--- src/rtl/serial_adder_ctrl.sv ---
// Bit-serial WIDTH-bit adder: one full_adder cell sequenced LSB-first, carry held in a flop.
// Optional subtract mode is enabled by defining SERIAL_ADDER_SUB_EN (adds the 'sub' port).

module full_adder (
    input  logic a_i,
    input  logic b_i,
    input  logic ci_i,
    output logic s_o,
    output logic co_o
);
    assign s_o  = a_i ^ b_i ^ ci_i;
    assign co_o = (a_i & b_i) | (ci_i & (a_i ^ b_i));
endmodule

module serial_adder_ctrl #(
    parameter int WIDTH = 8
) (
    input  logic             clk,
    input  logic             reset,
    input  logic             start,
    input  logic [WIDTH-1:0] a_in,
    input  logic [WIDTH-1:0] b_in,
    input  logic             cin_in,
`ifdef SERIAL_ADDER_SUB_EN
    input  logic             sub,
`endif
    output logic             busy,
    output logic             done,
    output logic [WIDTH-1:0] sum_out,
    output logic             cout_out
);
    localparam int CW = $clog2(WIDTH) + 1;

    typedef enum logic [1:0] {IDLE, RUN, DONE} state_t;

    state_t           state_q, state_d;
    logic [WIDTH-1:0] a_q, a_d, b_q, b_d, s_q, s_d, sum_q, sum_d;
    logic             c_q, c_d, cout_q, cout_d;
    logic [CW-1:0]    cnt_q, cnt_d;
    logic             fa_s, fa_co;
    logic [WIDTH-1:0] b_ld;
    logic             c_ld;
    logic [WIDTH:0]   s_shift;

    full_adder u_fa (
        .a_i  (a_q[0]),
        .b_i  (b_q[0]),
        .ci_i (c_q),
        .s_o  (fa_s),
        .co_o (fa_co)
    );

`ifdef SERIAL_ADDER_SUB_EN
    // Two's-complement subtract: invert B and force the carry-in.
    assign b_ld = sub ? ~b_in : b_in;
    assign c_ld = sub ? 1'b1  : cin_in;
`else
    assign b_ld = b_in;
    assign c_ld = cin_in;
`endif

    // New sum bit enters at the MSB; written this way so WIDTH=1 needs no empty slice.
    assign s_shift = {fa_s, s_q};

    always_comb begin
        state_d = state_q;
        a_d     = a_q;
        b_d     = b_q;
        s_d     = s_q;
        c_d     = c_q;
        cnt_d   = cnt_q;
        sum_d   = sum_q;
        cout_d  = cout_q;
        case (state_q)
            IDLE: begin
                if (start) begin
                    a_d     = a_in;
                    b_d     = b_ld;
                    c_d     = c_ld;
                    cnt_d   = '0;
                    s_d     = '0;
                    state_d = RUN;
                end
            end
            RUN: begin
                a_d   = a_q >> 1;
                b_d   = b_q >> 1;
                s_d   = s_shift[WIDTH:1];
                c_d   = fa_co;
                cnt_d = cnt_q + CW'(1);
                if (cnt_q == CW'(WIDTH - 1)) begin
                    sum_d   = s_shift[WIDTH:1];
                    cout_d  = fa_co;
                    state_d = DONE;
                end
            end
            DONE:    state_d = IDLE;
            default: state_d = IDLE;
        endcase
    end

    always_ff @(posedge clk) begin
        if (reset) begin
            state_q <= IDLE;
            a_q     <= '0;
            b_q     <= '0;
            s_q     <= '0;
            c_q     <= 1'b0;
            cnt_q   <= '0;
            sum_q   <= '0;
            cout_q  <= 1'b0;
        end else begin
            state_q <= state_d;
            a_q     <= a_d;
            b_q     <= b_d;
            s_q     <= s_d;
            c_q     <= c_d;
            cnt_q   <= cnt_d;
            sum_q   <= sum_d;
            cout_q  <= cout_d;
        end
    end

    assign busy     = (state_q != IDLE);
    assign done     = (state_q == DONE);
    assign sum_out  = sum_q;
    assign cout_out = cout_q;
endmodule
--- config.mk ---
export PLATFORM = sky130hd
export DESIGN_NAME = serial_adder_ctrl
export DESIGN_NICKNAME = d
export VERILOG_FILES = /design/src/rtl/serial_adder_ctrl.sv
export SDC_FILE = /design/constraint.sdc
export NUM_CORES = 1
export LEC_CHECK = 0
export CORE_MARGIN = 1.5
export CORE_UTILIZATION = 45
export CTS_CLUSTER_SIZE = 30
export DETAILED_ROUTE_END_ITERATION = 7
export PLACE_DENSITY = 0.7
export SETUP_SLACK_MARGIN = 0.5
export SLEW_MARGIN = 20
export SYNTH_ARGS = -nofsm -noshare
export SYNTH_HDL_FRONTEND = slang
export SYNTH_HIERARCHICAL = 1
export SYNTH_SLANG_ARGS = --single-unit
--- constraint.sdc ---
create_clock -name clk -period 1.35 [get_ports clk]
set_input_delay 0.3375 -clock clk [delete_from_list [all_inputs] [get_ports clk]]
set_output_delay 0.3375 -clock clk [all_outputs]
set_load 0.01 [all_outputs]
# Word level (Yosys, flattened, before mapping)

Cells that the tools add are included.

Word-level logic and storage cells: 38
Register bits: 40
Output and inout bits: 11

Eq/ne operators: 5
Reduce and logical (&&, ||, !) cells: 6
Add/subtract/negate cells: 1
Multiplexer cells: 13
Bitwise operators: 5

Operators with widths:

| kind                | count |
|---|---|
| $pmux 8 s2          | 3 |
| $mux 8              | 3 |
| $pmux 4 s2          | 1 |
| $reduce_and 2->1    | 3 |
| $add 4x1->4 const B | 1 |
| $eq 4x3->1 const B  | 1 |
| $mux 2              | 2 |
| $mux 4              | 1 |
| $ne 2x2->1 const B  | 2 |
| $pmux 2 s2          | 1 |
| $reduce_bool 2->1   | 2 |
| $and 1x1->1         | 2 |
| $eq 2x1->1 const B  | 1 |
| $eq 2x2->1 const B  | 1 |
| $logic_not 2->1     | 1 |
| $pmux 1 s2          | 1 |
| $xor 1x1->1         | 2 |
| $mux 1              | 1 |
| $or 1x1->1          | 1 |

# Longest topological paths before layout

Depth after elaboration: 4
Mapped depth: 5

# Hierarchy

The synthesis kept the hierarchy.

Modules (own cells, without submodules):

| module            | times used | seq. area each (µm²) | area each (µm²) | cells each |
|---|---|---|---|---|
| serial_adder_ctrl | 1          | 780.7                | 1652.8          | 185 |
| full_adder        | 1          | 0.0                  | 20.0            | 1 |

# Worst setup path after synthesis

OpenSTA, ideal clock, no wires.

Kind: register -> register
Start point: register cnt_q[0]
End point: register state_q[1]
Arrival: 1.119 ns
Stages on the path, launching flop included: 6
Library setup time: 0.128 ns
Slack: 0.102 ns
Path buffers: 1
Data required time: 1.222 ns
Path through: dfxtp_1 > ha_1 > and3b_1 > and2_1 > clkbuf_1 > nor2b_1

Word-level cells in the longest chain between the ends: 3

RTL lines:

| what                       | line | RTL |
|---|---|---|
| from (decl)                | 39   | `logic [CW-1:0] cnt_q, cnt_d;` |
| from (signal assigned)     | 118  | `cnt_q <= cnt_d;` |
| $eq 4x3->1                 | 91   | `if (cnt_q == CW'(WIDTH - 1)) begin` |
| $ne 2x2->1 (no line)       | --   |  |
| $reduce_and 2->1 (no line) | --   |  |
| to (signal assigned)       | 113  | `state_q <= state_d;` |
| to (decl)                  | 36   | `state_t state_q, state_d;` |

Every way passes these cells.
A chain may end at the register's enable or synchronous reset.

# Final worst setup path

Start point: register state_q[0]
End point: register a_q[0]

Word-level cells in the longest chain between the ends: 3

RTL lines:

| what                                                      | line | RTL |
|---|---|---|
| $eq 2x1->1 or $logic_not 2->1 (tied branches)             | 74   | `case (state_q)` |
| $reduce_bool 2->1 (no line) or $ne 2x2->1 (tied branches) | --   |  |
| $reduce_and 2->1 (no line)                                | --   |  |
| to (signal assigned)                                      | 105  | `a_q <= '0;` |
| to (signal assigned)                                      | 114  | `a_q <= a_d;` |
| to (decl)                                                 | 37   | `logic [WIDTH-1:0] a_q, a_d, b_q, b_d, s_q, s_d, sum_q, sum_d;` |

Parallel ways exist; a longest one is shown, timed or not.

==> impl_metrics.json <==
{
  "worst_pin_slew_ns": 0.269,
  "dp_hpwl_um": 2530,
  "grt_pass1_vias": 1522,
  "syn_area_sq_um": 1670,
  "fin_nets": 261,
  "clk-insertion-delay-late_ns": 0.29,
  "cp_slowest_cell": "dfxtp_4",
  "drive_above_1_share_pct": 50.0,
  "io_pins": 31,
  "setup_viol": 0,
  "critPathBufInv": 3,
  "yosysSeqAreaShare_pct": 46.7,
  "cts_sinks": 39,
  "crit_arrival_ns": 1.50,
  "rsz0062_at_grt": "yes",
  "path_cells": "buf_6, o21ba_4, buf_12, buf_16, nor2_1, a211oi_1",
  "synthFlopType": "dfxtp_1",
  "pre_cts_ws_ns": -0.176,
  "post-route-min-period_ns": 1.33,
  "combPwrFrac_pct": 18.3,
  "syn_to_final_growth_pct": 64.8,
  "switching_power_uw": 697,
  "finalClockSkew_ns": 0.00759,
  "seqPwrFrac_pct": 45.5,
  "swShare_pct": 25.2,
  "r2r_slack_ns": 0.02,
  "p_leak_nw": 1.02,
  "die_w_um": 64.0,
  "crit_path_end_kind": "flop",
  "setup.worst_path.start_class": "flop",
  "num_vias": 1646,
  "hold_ws_ns": 0.476,
  "layout_common_cells": "buf_6, nor2_1, dfxtp_1",
  "synthesis.nets": 208,
  "gp_congestion": 0.735,
  "max_cap_violations": 0,
  "grt_max_degree": 34,
  "cts_tree": "yes",
  "slew_viol_final": 0,
  "antenna_cells": 0,
  "drtPass1Iterations": 4,
  "fp-row-count": 21,
  "synthTopCellsByArea": "dfxtp_1, nor2_1, a211oi_1",
  "synth_cell_types": 29,
  "max_freq_ghz": 0.749,
  "critical_path_required_ns": 1.52,
  "synth_top_area_share_pct": 46.7,
  "hold_path_class": "flop to flop",
  "relSlewSlack_pct": 82.1,
  "clkTransAtPathRegs_ns": 0.08,
  "layout_commonest_cell": "buf_6",
  "cp_top_family": "buffers and inverters",
  "pwr-share-clk_pct": 36.2,
  "hold_buffers": 0,
  "powerDensity_nw_per_um2": 1000,
  "synth_edf_count": 0,
  "htreeDepth": 2,
  "totalWireLength_um": 5280,
  "cts_buffers": 5,
  "ys_ff_latch": 39,
  "final_cells": 286,
  "slowest_delay_ns": 0.37,
  "via_per_inst": 5.76,
  "synth_area_per_cell_sq_um": 8.99,
  "grt_first_pass_wirelength_um": 7100,
  "die_y_um": 64.0,
  "clockBufferDepth": 2,
  "start_util_pct": 48.6,
  "final_antenna_net_count": 0,
  "finalCritPeriodShare_pct": 98.9,
  "outcome": "completed",
  "drt_iter0_drc": 101,
  "wl_per_cell_um": 18.5,
  "grt_usage_pct": 22.4,
  "coreArea_sq_um": 3440,
  "vdd.ir_drop.worst_mv": 0.807,
  "synth_largest_area_cell": "dfxtp_1",
  "async_flop_share_pct": 0,
  "cp_max_fo": 8,
  "synthCells": 186,
  "design.die.area_sq_um": 4090,
  "p_int_mw": 2.07,
  "grt_overflow": 0,
  "antenna_found_initial": 0,
  "worstSetupPathType": "flop to flop",
  "drcViolationCount": 0,
  "ys_warn_count": 6,
  "root_buffer": "clkbuf_8",
  "dp_cells": 262,
  "report.final.hold_viol_count": 0,
  "fin_ws_ns": 0.0155,
  "place.port_buffers": 30
}
-- cells by family (layout without fill, tap and decap cells) --
| kind of cell | after synthesis | in the layout | synth area share (%) |
|---|---|---|---|
| compound gates | 54 | 54 | 23.9 |
| fa+ha+maj | 2 | 2 | 1.94 |
| buf+inv | 20 | 73 | 5.38 |
| flops | 39 | 39 | 46.7 |
| mux | 1 | 1 | 0.598 |
| simple gates | 70 | 71 | 21.5 |
-- Yosys cell counts (all sizes together), types with 3 or more instances --
master and instances:
buf 9, dfxtp 39, o22ai 3, nor2 40
nand4b 9, o2bb2ai 12, clkbuf 8, nand2b 10
inv 3, o21ai 9, a22oi 8, a211oi 16
-- routing by layer --
metal / wire, um / vias up / global-route usage (%)
met4: 81 / 0 / 7.61
met1: 2090 / 787 / 30.2
met2: 2740 / 70 / 34.4
li1: - / 781 / -
met5: 0 / - / 0
met3: 366 / 8 / 6.34
-- final cells by class --
type | count | area, sq um
clock buffer | 6 | 82.6
fill | 207 | 684
sequential | 39 | 808
multi-input combinational | 128 | 1100
inverter | 3 | 11.3
tap | 46 | 57.6
timing repair buffer | 62 | 667
clock inverter | 2 | 35.0
-- worst reg2reg max path, cell delays in order, from the launching register on --
cell and delay (ns):
dfxtp_4 0.37, buf_6 0.15, o21ba_4 0.24, buf_12 0.13
buf_16 0.14, nor2_1 0.14, a211oi_1 0.06
-- power by group through the flow --
stage / logic [mW] / registers, mW / clock network [mW]
after floorplan: 0.202 / 1.25 / 0
after global placement: 0.312 / 1.26 / 0
after detailed placement: 0.320 / 1.26 / 0
after CTS: 0.386 / 1.23 / 1.02
after global routing: 0.532 / 1.26 / 1.08
final: 0.506 / 1.26 / 1.00
-- final timing paths --
kind / depth (start not counted) / endpoint / startpoint
min reg2reg: 2 / sum_out[0] / sum_out[0]
max reg2reg: 6 / a_q[0] / state_q[0]
max: 6 / a_q[0] / state_q[0]
min: 2 / sum_out[0] / sum_out[0]
-- flip-flops by register name (all words and copies together), names as in the netlist --
name and cells:
a_q 8, b_q 8, c_q 1, cnt_q 4
cout_out 1, s_q 7, state_q 2, sum_out 8
-- per-stage QoR --
stage	TNS, ns	utilization (%)	power (mW)	instance area [sq um]
after global placement	-2.75	61.5	1.57	2120
after floorplan	0	-	1.46	1730
after global routing	-0.0173	80.1	2.87	2760
final	0	80.1	2.76	2760
after detailed placement	-3.75	61.5	1.58	2120
after CTS	0	72.0	2.64	2480
-- repair_timing --
item / in CTS / in global routing
gates cloned: 5 / 1
setup endpoints to repair: 50 / 50
pin swaps: 13 / 34
setup buffers: 7 / 3
resized for setup: 98 / 68
No activity file was read; power rests on OpenSTA's default activity.
